## config.mk

```make
export PLATFORM = sky130hd
export DESIGN_NAME = tempsense_conv_ctrl
export DESIGN_NICKNAME = d
export VERILOG_FILES = /design/src/rtl/tempsense_pkg.sv /design/src/rtl/prim_flop_2sync.sv /design/src/rtl/tempsense_conv_ctrl.sv
export SDC_FILE = /design/constraint.sdc
export NUM_CORES = 1
export LEC_CHECK = 0
export CAP_MARGIN = 20
export CORE_MARGIN = 2
export CORE_UTILIZATION = 30
export CTS_BUF_LIST = sky130_fd_sc_hd__clkbuf_8
export DETAILED_ROUTE_END_ITERATION = 10
export PLACE_DENSITY = 0.53
export REMOVE_ABC_BUFFERS = 1
export SETUP_SLACK_MARGIN = 0.02
export SKIP_LAST_GASP = 1
export SLEW_MARGIN = 10
export SYNTH_ARGS = -nofsm -noshare
export SYNTH_HDL_FRONTEND = slang
export SYNTH_SLANG_ARGS = --single-unit
```

## constraint.sdc

```tcl
create_clock -name clk_i -period 8.5 [get_ports clk_i]
set_input_delay 2.125 -clock clk_i [delete_from_list [all_inputs] [get_ports clk_i]]
set_output_delay 2.125 -clock clk_i [all_outputs]
set_load 0.1 [all_outputs]
```

## src/rtl/tempsense_pkg.sv

```systemverilog
// tempsense_pkg: shared state encoding and widths for the tempsense conversion sequencer
package tempsense_pkg;

    typedef enum logic [2:0] {
        IDLE,
        RST,
        CONV,
        CAP,
        EVAL
    } state_e;

    localparam int DoutW = 24;
    localparam int SelW  = 4;

endpackage

```

## src/rtl/prim_flop_2sync.sv

```systemverilog
// prim_flop_2sync: two-flop synchroniser bringing an asynchronous level into clk_i
module prim_flop_2sync #(
    parameter int Width = 1
) (
    input  logic             clk_i,
    input  logic             rst_ni,
    input  logic [Width-1:0] d_i,
    output logic [Width-1:0] q_o
);

    logic [Width-1:0] meta;

    // first flop may go metastable; second flop gives it a full cycle to settle
    always_ff @(posedge clk_i or negedge rst_ni) begin
        if (!rst_ni) begin
            meta <= '0;
            q_o  <= '0;
        end else begin
            meta <= d_i;
            q_o  <= meta;
        end
    end

endmodule

```

## src/rtl/tempsense_conv_ctrl.sv

```systemverilog
// tempsense_conv_ctrl: sequences tempsense macro conversions, averages samples, raises threshold alerts
module tempsense_conv_ctrl
    import tempsense_pkg::*;
#(
    parameter int RstCycles  = 4,
    parameter int TimeoutW   = 20,
    parameter int AvgMaxLog2 = 3
) (
    input  logic             clk_i,
    input  logic             rst_ni,
    input  logic             start_i,
    input  logic             cont_i,
    input  logic             abort_i,
    input  logic [SelW-1:0]  conv_time_i,
    input  logic [1:0]       avg_log2_i,
    input  logic [DoutW-1:0] thr_hi_i,
    input  logic [DoutW-1:0] thr_lo_i,
    output logic             ts_rst_no,
    output logic             ts_en_o,
    output logic [SelW-1:0]  ts_sel_o,
    input  logic [DoutW-1:0] ts_dout_i,
    input  logic             ts_done_i,
    output logic             busy_o,
    output logic [DoutW-1:0] result_o,
    output logic             result_vld_o,
    output logic             alert_hi_o,
    output logic             alert_lo_o,
    output logic             timeout_o
);

    localparam int AccW = DoutW + AvgMaxLog2;
    localparam int RcW  = RstCycles > 1 ? $clog2(RstCycles) : 1;

    state_e                state;
    logic                  done_s, done_q, done_rise;
    logic [RcW-1:0]        rst_cnt;
    logic [TimeoutW-1:0]   wd_cnt;
    logic [1:0]            avg_q;
    logic [AccW-1:0]       acc, acc_sh;
    logic [AvgMaxLog2:0]   cnt, n_samp;
    logic [DoutW-1:0]      res_new;

    assign acc_sh  = acc >> avg_q;
    assign res_new = acc_sh[DoutW-1:0];
    assign n_samp  = (AvgMaxLog2 + 1)'(1) << avg_q;

    prim_flop_2sync #(.Width(1)) u_done_sync (
        .clk_i (clk_i),
        .rst_ni(rst_ni),
        .d_i   (ts_done_i),
        .q_o   (done_s)
    );

    // registered rising-edge detect: a DONE that is already high never counts
    always_ff @(posedge clk_i or negedge rst_ni) begin
        if (!rst_ni) begin
            done_q    <= 1'b0;
            done_rise <= 1'b0;
        end else begin
            done_q    <= done_s;
            done_rise <= done_s & ~done_q;
        end
    end

    // conversion sequencer: macro control, watchdog, accumulation, result and alerts
    always_ff @(posedge clk_i or negedge rst_ni) begin
        if (!rst_ni) begin
            state        <= IDLE;
            ts_rst_no    <= 1'b0;
            ts_en_o      <= 1'b0;
            ts_sel_o     <= '0;
            busy_o       <= 1'b0;
            result_o     <= '0;
            result_vld_o <= 1'b0;
            alert_hi_o   <= 1'b0;
            alert_lo_o   <= 1'b0;
            timeout_o    <= 1'b0;
            rst_cnt      <= '0;
            wd_cnt       <= '0;
            avg_q        <= '0;
            acc          <= '0;
            cnt          <= '0;
        end else begin
            result_vld_o <= 1'b0;
            if (abort_i) begin
                state     <= IDLE;
                ts_en_o   <= 1'b0;
                ts_rst_no <= 1'b0;
                busy_o    <= 1'b0;
            end else begin
                case (state)
                    IDLE: if (start_i) begin
                        ts_sel_o   <= conv_time_i;
                        avg_q      <= avg_log2_i > 2'(AvgMaxLog2) ? 2'(AvgMaxLog2) : avg_log2_i;
                        acc        <= '0;
                        cnt        <= '0;
                        alert_hi_o <= 1'b0;
                        alert_lo_o <= 1'b0;
                        timeout_o  <= 1'b0;
                        rst_cnt    <= '0;
                        busy_o     <= 1'b1;
                        state      <= RST;
                    end
                    RST: if (rst_cnt == RcW'(RstCycles - 1)) begin
                        ts_rst_no <= 1'b1;
                        ts_en_o   <= 1'b1;
                        wd_cnt    <= TimeoutW'(1);
                        state     <= CONV;
                    end else begin
                        rst_cnt <= rst_cnt + 1'b1;
                    end
                    CONV: if (done_rise) begin
                        state <= CAP;
                    end else if (&wd_cnt) begin
                        timeout_o <= 1'b1;
                        ts_en_o   <= 1'b0;
                        ts_rst_no <= 1'b0;
                        busy_o    <= 1'b0;
                        state     <= IDLE;
                    end else begin
                        wd_cnt <= wd_cnt + 1'b1;
                    end
                    CAP: begin
                        acc   <= acc + AccW'(ts_dout_i);
                        cnt   <= cnt + 1'b1;
                        state <= EVAL;
                    end
                    EVAL: begin
                        ts_en_o   <= 1'b0;
                        ts_rst_no <= 1'b0;
                        rst_cnt   <= '0;
                        if (cnt < n_samp) begin
                            state <= RST;
                        end else begin
                            result_o     <= res_new;
                            result_vld_o <= 1'b1;
                            alert_hi_o   <= alert_hi_o | (res_new > thr_hi_i);
                            alert_lo_o   <= alert_lo_o | (res_new < thr_lo_i);
                            if (cont_i) begin
                                acc   <= '0;
                                cnt   <= '0;
                                state <= RST;
                            end else begin
                                busy_o <= 1'b0;
                                state  <= IDLE;
                            end
                        end
                    end
                    default: state <= IDLE;
                endcase
            end
        end
    end

endmodule

```

Yosys cells after proc, flatten, opt, wreduce, memory -nomap -nowiden
Cells that the tools add are included.
{"block": "word_totals", "reg_bits": 96, "in_bits": 84, "output_inout_bits": 35, "elab_cells": 118}
{"block": "op_classes", "n_addsub": 4, "order_cmp": 4, "eq_ne": 20, "n_shift": 2, "mux": 45, "n_bitwise": 6, "reduce_logical": 19}
{"op": "$mux W27", "n": 3}
{"op": "$pmux W27 S3", "n": 1}
{"op": "$mux W20", "n": 3}
{"op": "$pmux W20 S2", "n": 1}
{"op": "$add A27 B24 Y27", "n": 1}
{"op": "$shr A27 B2 Y24", "n": 1}
{"op": "$gt A24 B24 Y1", "n": 1}
{"op": "$lt A24 B24 Y1", "n": 1}
{"op": "$add A20 B1 Y20 const B", "n": 1}
{"op": "$reduce_and A20 Y1", "n": 1}
{"op": "$mux W1", "n": 18}
{"op": "$ne A3 B3 Y1 const B", "n": 6}
{"op": "$ne A2 B2 Y1 const B", "n": 8}
{"op": "$mux W3", "n": 5}
{"op": "$pmux W3 S5", "n": 1}
{"op": "$reduce_and A5 Y1", "n": 3}
{"op": "$mux W4", "n": 3}
{"op": "$pmux W4 S3", "n": 1}
{"op": "$reduce_and A4 Y1", "n": 3}
{"op": "$reduce_and A3 Y1", "n": 3}
{"op": "$reduce_bool A4 Y1", "n": 2}
{"op": "$eq A3 B2 Y1 const B", "n": 2}
{"op": "$mux W2", "n": 3}
{"op": "$pmux W1 S2", "n": 3}
{"op": "other kinds (18)", "n": 25}

Logic depth before layout (Yosys ltp)
{"block": "depth", "word_depth": 5, "mapped_depth": 13}

Modules after synthesis
A second synthesis with hierarchy kept.
{"block": "unflattened", "hier_cells": 769, "area_unflattened_um2": 7263.2}
{"mod": "tempsense_conv_ctrl", "n_inst": 1, "cells_each": 767, "area_each_um2": 7213.2, "seq_area_each_um2": 2352.3}
{"mod": "prim_flop_2sync", "n_inst": 1, "cells_each": 2, "area_each_um2": 50.0, "seq_area_each_um2": 50.0}

Least setup slack after synthesis
Ideal clock, no wire load.
{"block": "synth_path", "path_kind": "input to register", "startpoint": "in ts_dout_i[7]", "endpoint": "reg acc[24]", "setup_time_ps": 87, "t_arrival_ps": 4168, "required_ps": 8413, "slack_ps": 4246, "path_stages": 9, "n_path_buf": 1, "path_cell_list": "ha_1 buf_6 a21o_1 or3_1 o21ai_2 o22ai_2 o31a_1 or4b_1 o211ai_1"}
{"block": "synth_via", "elab_chain_cells": 2}
{"item": "start, declared", "line_no": "tempsense_conv_ctrl.sv:21", "source": "input logic [DoutW-1:0] ts_dout_i,"}
{"item": "$add A27 B24 Y27", "line_no": "tempsense_conv_ctrl.sv:124", "source": "acc <= acc + AccW'(ts_dout_i);"}
{"item": "$pmux W27 S3", "line_no": "tempsense_conv_ctrl.sv:91", "source": "case (state)"}
{"item": "end signal, assigned", "line_no": "tempsense_conv_ctrl.sv:124"}
{"item": "end, declared", "line_no": "tempsense_conv_ctrl.sv:39", "source": "logic [AccW-1:0] acc, acc_sh;"}
Every way passes these cells.
A chain may end at the register's enable or synchronous reset.

Worst setup path in the final report
Ends and elaborated chain as after synthesis.

==> reports/results.env <==
ANTENNA_VIOLATIONS_BEFORE_REPAIR=0
VIA_COUNT=5940
RSZ0062_AT_GRT='false'
SYNTH_CELLS=784
CP_MAX_STAGE_CELL='sky130_fd_sc_hd__or4b_1'
STATUS='complete, no violations'
CTS_HTREE_LEVELS=3
IO_PINS=119
GRT_USE_TOTAL_PCT=16.20
CLK_BUF_DEPTH=2
ASYNC_RESET_FF_SHARE_PCT=100.0
FINAL.FILL_COUNT=2422
TOTALNEGATIVESETUPSLACK_NS=0
NUMBER_OF_SYNTHESIZED_FLOPS_WITH_AN_ENABLE_PIN=0
CP_MAX_STAGE_DELAY_NS=0.52
WORST_IR_DROP_ON_VDD_mV=0.1123
GRT_PASS1_WL_MM=31.53
DRT-INITIAL-DRC-COUNT=233
DETAIL_ROUTE.VIAS_PER_CELL=4.897
CRIT_PATH_CELL_TRACE='clkdlybuf4s50_1 -> ha_1 -> a21o_1 -> or3_1 -> o21ai_2 -> o22ai_2 -> o31a_1 -> or4b_1 -> o211ai_1'
HOLD_PATH_CLASS='reg -> reg'
CLOCK-ROOT-BUFFER='sky130_fd_sc_hd__clkbuf_8'
TIMING.CRITICAL_PATH.FROM='ts_dout_i[7]'
SYNTHESIS.YOSYS.WARNINGS=0
NUMBER_OF_GLOBAL_ROUTE_VIAS_BEFORE_REPAIR=5908
SYNTH.AVG_CELL_AREA_UM2=9.089
YS_DOMINANT_REG_CELL='sky130_fd_sc_hd__dfrtp_1'
CRITICAL_PATH_ARRIVAL_NS=4.78
RATIO_OF_CELLS_WITH_DRIVE_ABOVE_1_IN_THE_FINAL_LAYOUT_PCT=7.830
FINALHOLDVIOLCOUNT=0
DIODES=0
POWER_PER_CELL_AREA_mW_PER_MM2=227.3
CRITICAL_PATH_REQUIRED_NS=8.80
LAYOUT_MIN_CYCLE_TIME_NS=4.482
CRITICAL_PATH_START_END_CLASSIFICATION='in -> reg'
CTS.REPAIR.RESIZED=0
CLK_LATENCY_NS=0.40
DRT-WIRELENGTH-PER-CELL_UM=16.22
POST_CTS.REPAIR.SETUP_BUFFERS=0
ANTENNA_VIOLATING_NETS_POST_ROUTE=0
CTS_SINKS=96
HOLD_BUFFERS=0
WORSTMARGINPINSLEW_NS=1.067
GRT_MAX_DEGREE=74
DP.CELLS=1196
ROUTE.DETAILED.DRC=0
MAXCLOCKFREQUENCY_MHz=223.1
FINISH.CELL_COUNT_WITHOUT_FILLERS=1213
NETLIST_AREA_BEFORE_PLACEMENT_MM2=0.007126
INSERTED_CLOCK_BUFFERS=9
SYNTH_SEQ_CELLS=96
PLACE_CONGESTION=0.8713
LAYOUT-AREA-OVERHEAD-VS-SYNTH_PCT=24.04
TIMING.SLEW.HEADROOM_PCT=28.68
SLEW_VIOL_FINAL=0
POST-DP-HPWL_MM=15.17
FLOORPLAN.ROWS=56
MIN_FROM='u_done_sync.meta'
FINAL.SETUP_SKEW_NS=0.02300
INITIAL_UTILIZATION_PCT=30.45
GRT_OVERFLOW=0
DIE-WIDTH_UM=158.1
POSTLAYOUTCELLAREA_MM2=0.008838
ROUTED_WL_MM=19.67
DESIGN.DIE.AREA_MM2=0.02500
PERIOD_SHARE_PCT=52.73
LEAKAGE_nW=4.240
PORT_BUFFERS=118
CP_MAX_FANOUT=7
VERTICAL_DIE_DIMENSION_UM=158.1
SYNTH.LIB_CELLS_USED.DISTINCT=62
DRTPASS1ITERATIONS=6
CTS_TREE='yes'
PLACEMENT_STAGE_CELL_AREA_MM2=0.008618
WORST_REG2REG_STARTPOINT='avg_q[1]'
WORSTSETUPENDPOINTTYPE='flop'
WORST_SETUP_PATH_START_KIND='primary input'
SETUP_VIOL=0
REPORT.POWER.TOTAL_mW=2.009
CLKSLEWWORSTSETUPHOLDPATHS_NS=0.10
FIN_NETS=1051
SYNTH.YOSYS.SEQ_AREA_SHARE_PCT=33.71
MAX_CAP_VIOL_COUNT=0
PLACEABLECOREAREA_MM2=0.02340
cell type report:
class	count	area, um^2	area share (%)
clock buffer	9	123.9	1.401
timing repair buffer	123	1229	13.90
inverter	63	236.5	2.676
sequential	96	2402	27.18
clock inverter	7	76.32	0.8635
tap	319	399.1	4.516
multi-input combinational	596	4372	49.46
synth_stat cells, types with 12 or more instances:
| cell type | instances | area (um^2) |
|---|---|---|
| sky130_fd_sc_hd__mux2i_1 | 23 | 230.2 |
| sky130_fd_sc_hd__dfrtp_1 | 96 | 2402 |
| sky130_fd_sc_hd__nand2_1 | 54 | 202.7 |
| sky130_fd_sc_hd__clkbuf_1 | 20 | 75.07 |
| sky130_fd_sc_hd__o211ai_1 | 12 | 90.09 |
| sky130_fd_sc_hd__nand4_1 | 24 | 150.1 |
| sky130_fd_sc_hd__nor2_1 | 65 | 244.0 |
| sky130_fd_sc_hd__nand3_1 | 16 | 80.08 |
| sky130_fd_sc_hd__ha_1 | 77 | 963.4 |
| sky130_fd_sc_hd__nor2b_1 | 13 | 81.33 |
| sky130_fd_sc_hd__mux2_2 | 38 | 427.9 |
| sky130_fd_sc_hd__a21o_1 | 18 | 135.1 |
| sky130_fd_sc_hd__inv_1 | 62 | 232.7 |
| sky130_fd_sc_hd__a21oi_1 | 51 | 255.2 |
| sky130_fd_sc_hd__o21ai_0 | 50 | 250.2 |
| sky130_fd_sc_hd__xor2_1 | 23 | 201.4 |
final timing paths:
path,endpoint,cells after the start,slack [ns]
hold / removal,u_done_sync.q_o,0,0.36
setup / recovery,acc[24],9,4.02
setup reg to reg,alert_lo_o,11,4.44
max in group asynchronous,result_o[23],3,5.81
hold reg to reg,u_done_sync.q_o,0,0.36
min in group asynchronous,busy_o,1,1.63
routing by layer:
metal,track usage (%),vias up,part of all wire (%)
met4,1.759,0,0.81
li1,-,3037,-
met1,21.52,2788,47
met3,4.024,10,4.3
met2,27.54,105,48
met5,0,-,0
cell usage in the layout, fill, tap and decap left out, types with 13 or more instances in the layout:
| cell | Yosys | layout |
|---|---|---|
| sky130_fd_sc_hd__ha_1 | 77 | 77 |
| sky130_fd_sc_hd__o21ai_0 | 50 | 50 |
| sky130_fd_sc_hd__a21oi_1 | 51 | 51 |
| sky130_fd_sc_hd__xor2_1 | 23 | 23 |
| sky130_fd_sc_hd__mux2i_1 | 23 | 23 |
| sky130_fd_sc_hd__a21o_1 | 18 | 18 |
| sky130_fd_sc_hd__clkdlybuf4s50_1 | 0 | 117 |
| sky130_fd_sc_hd__nand2_1 | 54 | 54 |
| sky130_fd_sc_hd__mux2_2 | 38 | 38 |
| sky130_fd_sc_hd__nor2b_1 | 13 | 13 |
| sky130_fd_sc_hd__nor2_1 | 65 | 65 |
| sky130_fd_sc_hd__nand3_1 | 16 | 16 |
| sky130_fd_sc_hd__dfrtp_1 | 96 | 96 |
| sky130_fd_sc_hd__nand4_1 | 24 | 24 |
| sky130_fd_sc_hd__inv_1 | 62 | 63 |
worst max-delay path, delay by kind of cell:
kind / cells / cell delay [ns]
AO/OA/AOI/OAI: 5 / 1.02
adder cells (fa/ha/maj): 1 / 0.40
buffers and inverters: 1 / 0.40
AND/OR/NAND/NOR: 2 / 0.84
registers in the layout, indices dropped and copies added, names as in the netlist, 2 cells and up:
register	count
state	3
acc	27
avg_q	2
wd_cnt	20
result_o	24
ts_sel_o	4
cnt	4
rst_cnt	2
where the power goes:
group	internal, mW	leakage (nW)	total (mW)	switching (mW)
Combinational	0.403	2.83	1.06	0.656
Sequential	0.523	1.30	0.621	0.0978
Clock	0.140	0.108	0.328	0.188
through the flow:
stage | worst slack, ns | util, % | hold slack (ns)
after floorplan | 3.888 | - | 0.3312
after detailed placement | 3.617 | 36.83 | 0.3372
final | 4.018 | 37.77 | 0.3587
after global routing | 3.886 | 37.77 | 0.3667
after CTS | 4.047 | 37.68 | 0.3633
after global placement | 3.679 | 36.83 | 0.3357
kinds of logic (layout without fill, tap and decap cells):
family / after synthesis / in the layout / share of synthesized area [%]
AO/OA/AOI/OAI: 195 / 195 / 18.03
XOR/XNOR: 33 / 33 / 4.056
adder cells (fa/ha/maj): 78 / 78 / 13.80
buffers and inverters: 92 / 202 / 5.110
flip-flops: 96 / 96 / 33.71
multiplexers: 61 / 61 / 9.236
AND/OR/NAND/NOR: 229 / 229 / 16.05
Power figures use the tool's default switching activity.
==> variant 1, RTL diff (same settings) <==
Encoding of `state_e`: now one-hot (5 bits for 5 states).
--- a/src/rtl/tempsense_pkg.sv
+++ b/src/rtl/tempsense_pkg.sv
@@ -1,12 +1,12 @@
 // tempsense_pkg: shared state encoding and widths for the tempsense conversion sequencer
 package tempsense_pkg;
 
-    typedef enum logic [2:0] {
-        IDLE,
-        RST,
-        CONV,
-        CAP,
-        EVAL
+    typedef enum logic [4:0] {
+        IDLE = 5'b00001,
+        RST  = 5'b00010,
+        CONV = 5'b00100,
+        CAP  = 5'b01000,
+        EVAL = 5'b10000
     } state_e;
 
     localparam int DoutW = 24;
Check against the original RTL: same outputs for any inputs over 4 cycles, from zero or initial values and one cycle with rst_ni low; so few cycles prove little.
==> variant 1 against the unedited design <==
  * Fmax is 1.1% lower
  * Critical path type unchanged
  * Sequential cell count is 2 higher
  * Utilization about the same
  * Sequential share of layout area rose by 0.30 points
  * Synthesized cell count rose by 3.8%
  * Total power is 24% lower
  * Routed wire length is 4.8% higher
  * Synthesized area increased by 2.1%
  * Largest cell class unchanged
  * Die area is 2.1% higher
  * Clock power fell by 2%
  * Cell area grew 1.0%
  * Setup slack got worse by 0.052 ns
  * Hold slack better by 0.011 ns
==> variant 1: results (changes against the unedited design) <==
STA
  – Final Skew: 0.0141 ns (-0.00895 ns)
  – Worst rel slew slack: 0.319 (+0.0325)

Final layout
  – Share of cells above drive strength 1: 0.0768 (-0.00146)
  – Fin nets: 1081 (+2.9%)

Yosys
  – Post-synth top cells: dfrtp_1, nand2_1, ha_1
  – Top_reg_cell synth: dfrtp_1
  – Netlist cell types: 68 (+9.7%)
  – Top post-synthesis cells by area: dfrtp_1, ha_1, nand2_1
  – Sequential fraction of the synthesis area: 0.337 (about the same)

Setup path
  – Reg2reg setup slack: 5.27 ns (+0.83 ns)
  – Reg2reg end: alert_hi_o$_DFFE_PN0P_
  – Critical path fanouts, max: 3 (-4)
  – Largest stage delay, worst path: 0.47 ns (-0.05 ns)
  – Crit path arrival time: 4.83 ns (+0.05 ns)
  – Worst Reg-to-Reg Cells: 10 (-1)
  – Slowest-stage cell, CP: a211oi_1

GRT
  – Global-route wire length before repair: 33100 um (+5.1%)
  – Global-route usage over all layers: 0.164 (+0.00197)
  – Pin count of the biggest net entering global routing: 66 (-11%)
  – Vias in the first global route: 6095 (+3.2%)

Hold path
  – Hold Path Depth: 0 (unchanged)
  – Hold Path Class: reg2reg
  – Hold Startpoint: u_done_sync.meta$_DFF_PN0_

Routing
  – Vias per cell: 4.93 (+0.72%)
  – Final WL: 20600 um (+4.8%)
  – Router iterations before antenna repair: 4 (-2)
  – Initial DRC count: 320 (+37%)

Run status
  – Status: complete, no violations

Place
  – Detail Placement HPWL: 15800 um (+4.3%)
  – PortBufs: 118 (unchanged)
  – Placer Congestion: 0.829 (-4.8%)

Power
  – Power share of the clock group: 0.212 (+0.048)
  – Int Power: 0.000877 W (-18%)
  – Net Sw Frac: 0.424 (-0.0448)
  – Comb pwr share: 0.452 (-0.076)
  – Peak VDD IR: 0.0000933 V (-17%)
  – P_leak: 4.27 nW (+0.79%)
==> variant 1: metrics by stage <==
stage / utilization / instances / instance area (um^2) / worst slack [ns] / hold WS (ns)
2_1_floorplan: - / 785 / 7120 / 4.45 / 0.331
3_3_place_gp: 0.370 / 1227 / 8730 / 3.60 / 0.342
3_5_place_dp: 0.370 / 1227 / 8730 / 3.59 / 0.351
4_1_cts: 0.378 / 1243 / 8930 / 4.01 / 0.369
5_1_grt: 0.378 / 1243 / 8930 / 3.59 / 0.370
6_report: 0.378 / 1243 / 8930 / 3.97 / 0.370
==> variant 1: cells by family after synthesis <==
kind of cell / synth area share
adders and majority gates: 0.135
buffers and inverters: 0.0536
muxes: 0.0941
xor gates and xnor gates: 0.0373
AOI/OAI and AO/OA: 0.179
and+or+nand+nor: 0.164
DFF: 0.337
==> variant 1: worst max-delay path by stage <==
stage                                      to  slack [ns]          from
after CTS                 acc[24]$_DFFE_PN0P_        4.01  ts_dout_i[0]
after detailed placement  acc[24]$_DFFE_PN0P_        3.59  ts_dout_i[0]
final                     acc[24]$_DFFE_PN0P_        3.97  ts_dout_i[0]
after floorplan           acc[24]$_DFFE_PN0P_        4.45  ts_dout_i[0]
after global routing      acc[24]$_DFFE_PN0P_        3.59  ts_dout_i[0]
after global placement    acc[24]$_DFFE_PN0P_        3.60  ts_dout_i[0]
==> variant 1: per-layer routing <==
layer | wire length (um) | track usage | up-vias
li1 | - | - | 3119
met2 | 8950 | 0.251 | 133
met3 | 760 | 0.0216 | 14
met4 | 279 | 0.0450 | 0
met5 | 0 | 0 | -
met1 | 10600 | 0.242 | 2865
==> variant 1: layout make-up <==
type,instances,area (um^2)
repair buffers,123,1220
clock buffers,9,124
well taps,319,399
multi-input cells,625,4430
flip-flops and latches,98,2450
fillers,2447,14700
inverters,62,233
clock inverters,7,68.8
==> variant 2, RTL diff (same flow settings) <==
Made on the original files. The parameter `TimeoutW` goes from 20 to 10.
--- a/src/rtl/tempsense_conv_ctrl.sv
+++ b/src/rtl/tempsense_conv_ctrl.sv
@@ -3,7 +3,7 @@
     import tempsense_pkg::*;
 #(
     parameter int RstCycles  = 4,
-    parameter int TimeoutW   = 20,
+    parameter int TimeoutW   = 10,
     parameter int AvgMaxLog2 = 3
 ) (
     input  logic             clk_i,
Check against the original RTL: same outputs for any inputs over 4 cycles, from zero or initial values and one cycle with rst_ni low; that may be too few to reach the edited logic, so the function may still have changed.
==> variant 2 against the unedited design <==
  * Global-route usage is 0.84 points lower
  * Setup slack better by 0.13 ns
  * Synthesized area is 6.4% lower
  * Routed wire length is 11% lower
  * Cell area is 6.4% lower
  * Sequential cell count is 10 lower
  * Die area is 6.2% lower
  * Register-to-register slack better by 0.90 ns
  * Total power is 25% lower
==> variant 2: results (changes against the unedited design) <==
Setup path
  – CP delay by family, top: simple AND/OR/NAND/NOR gates
  – Largest stage delay, worst path: 0.48 ns (-0.04 ns)
  – Crit path arrival time: 4.68 ns (-0.10 ns)
  – Critical path fanouts, max: 4 (-3)
  – Slowest-stage cell, CP: or4_1

Place
  – PortBufs: 118 (unchanged)
  – Placer Congestion: 0.834 (-4.3%)
  – Post-Place Setup Slack: 3.75 ns (+0.137 ns)
  – Placed Area: 8080 um^2 (-6.3%)
  – Detail Placement HPWL: 13800 um (-9.2%)

CTS
  – Postcts setup bufs: 0 (unchanged)
  – Post-CTS sizing: 0 (unchanged)
  – Worst-path clk slew: 0.10 ns (about the same)
  – Max Buffers Root-to-Sink: 2 (unchanged)
  – H-Tree Level Count: 3 (unchanged)
  – Worst skew pair latency: 0.39 ns
  – Clock root buffer: clkbuf_8
  – Num CTS Buffers: 9 (unchanged)

Yosys
  – Ys async rst share: 1.00 (unchanged)
  – Post-synth top cells: nand2_1, dfrtp_1, ha_1
  – Top post-synthesis cells by area: dfrtp_1, ha_1, nand2_1
  – EDFF count, synth: 0 (unchanged)
  – Netlist cell types: 72 (+16%)
  – Synth warn: 0 (unchanged)
  – Sequential fraction of the synthesis area: 0.323 (-0.0144)

Final layout
  – Share of cells above drive strength 1: 0.0747 (-0.00362)
  – Largest regs: acc x27, result_o x24, wd_cnt x10
  – Fin nets: 1014 (-3.5%)
  – # diodes: 0 (unchanged)

Power
  – P_leak: 3.98 nW (-6.1%)
  – Reported net switching power: 0.000643 W (-32%)
  – Peak VDD IR: 0.0000975 V (-13%)

Routing
  – Initial DRC count: 270 (+16%)
  – Via count: 5578 (-6.1%)
  – Final WL: 17600 um (-11%)
  – Router iterations before antenna repair: 4 (-2)

GRT
  – Pin count of the biggest net entering global routing: 68 (-8.1%)
  – Global-route wire length before repair: 29000 um (-8.1%)
  – Vias in the first global route: 5512 (-6.7%)
  – Initial antenna violation count: 0 (unchanged)
  – Global-route usage over all layers: 0.154 (-0.00840)

Run status
  – Status: complete, no violations

Hold path
  – Hold Path Class: reg2reg

STA
  – Final Skew: 0.0145 ns (-0.00851 ns)
  – Worst slew pin tran: 1.01 ns (-0.0530 ns)
-- variant 2: cell types whose count changed after synthesis, sizes merged, moves of 8 or more --
| cell | delta |
|---|---|
| mux2 | -25 |
| xor2 | -8 |
| nand2 | +64 |
| buf | +8 |
| dfrtp | -10 |
| clkbuf | -11 |
| o21ai | +11 |
| nor2 | -21 |
| nand4 | -10 |
-- variant 2: kinds of logic after synthesis --
logic type | count (synthesis) | share of synthesized area
xor+xnor | 28 | 0.0368
fa+ha+maj | 78 | 0.147
mux | 49 | 0.0921
buf+inv | 84 | 0.0550
compound gates | 192 | 0.189
simple gates | 228 | 0.157
flops | 86 | 0.323
-- variant 2: worst paths after layout --
path,from,to,slack [ns],cells past startpoint
setup / recovery,ts_dout_i[0],acc[26]$_DFFE_PN0P_,4.15,11
hold / removal,u_done_sync.meta$_DFF_PN0_,u_done_sync.q_o$_DFF_PN0_,0.36,0
setup reg to reg,avg_q[0]$_DFFE_PN0P_,alert_hi_o$_DFFE_PN0P_,5.34,10
hold reg to reg,u_done_sync.meta$_DFF_PN0_,u_done_sync.q_o$_DFF_PN0_,0.36,0
max in group asynchronous,rst_ni,wd_cnt[5]$_DFFE_PN0P_,5.72,2
min in group asynchronous,rst_ni,acc[3]$_DFFE_PN0P_,1.60,1
-- variant 2: per-stage QoR --
stage,instances,total power (W)
floorplan,719,0.00102
global placement,1121,0.00122
detailed placement,1121,0.00122
CTS,1137,0.00153
global route,1137,0.00162
finish,1137,0.00151
-- variant 2: power by group through the flow --
stage | logic (W) | clock network, W | registers [W]
floorplan | 0.000365 | 0 | 0.000657
global placement | 0.000712 | 0 | 0.000504
detailed placement | 0.000715 | 0 | 0.000505
CTS | 0.000718 | 0.000312 | 0.000497
global route | 0.000785 | 0.000330 | 0.000505
finish | 0.000710 | 0.000305 | 0.000497
-- variant 2: layer usage --
layer / global-route usage / vias to the layer above / part of all wire
met5: 0 / - / 0
met4: 0.0450 / 0 / 0.013
met3: 0.0204 / 14 / 0.033
met2: 0.237 / 97 / 0.44
met1: 0.224 / 2608 / 0.52
li1: - / 2859 / -
-- variant 2: area by class of cell --
type	instances	area (um^2)
timing repair buffer	122	1210
inverter	58	218
clock buffer	9	124
multi-input combinational	575	4150
clock inverter	7	73.8
sequential	86	2150
tap	280	350
fill	2255	13500
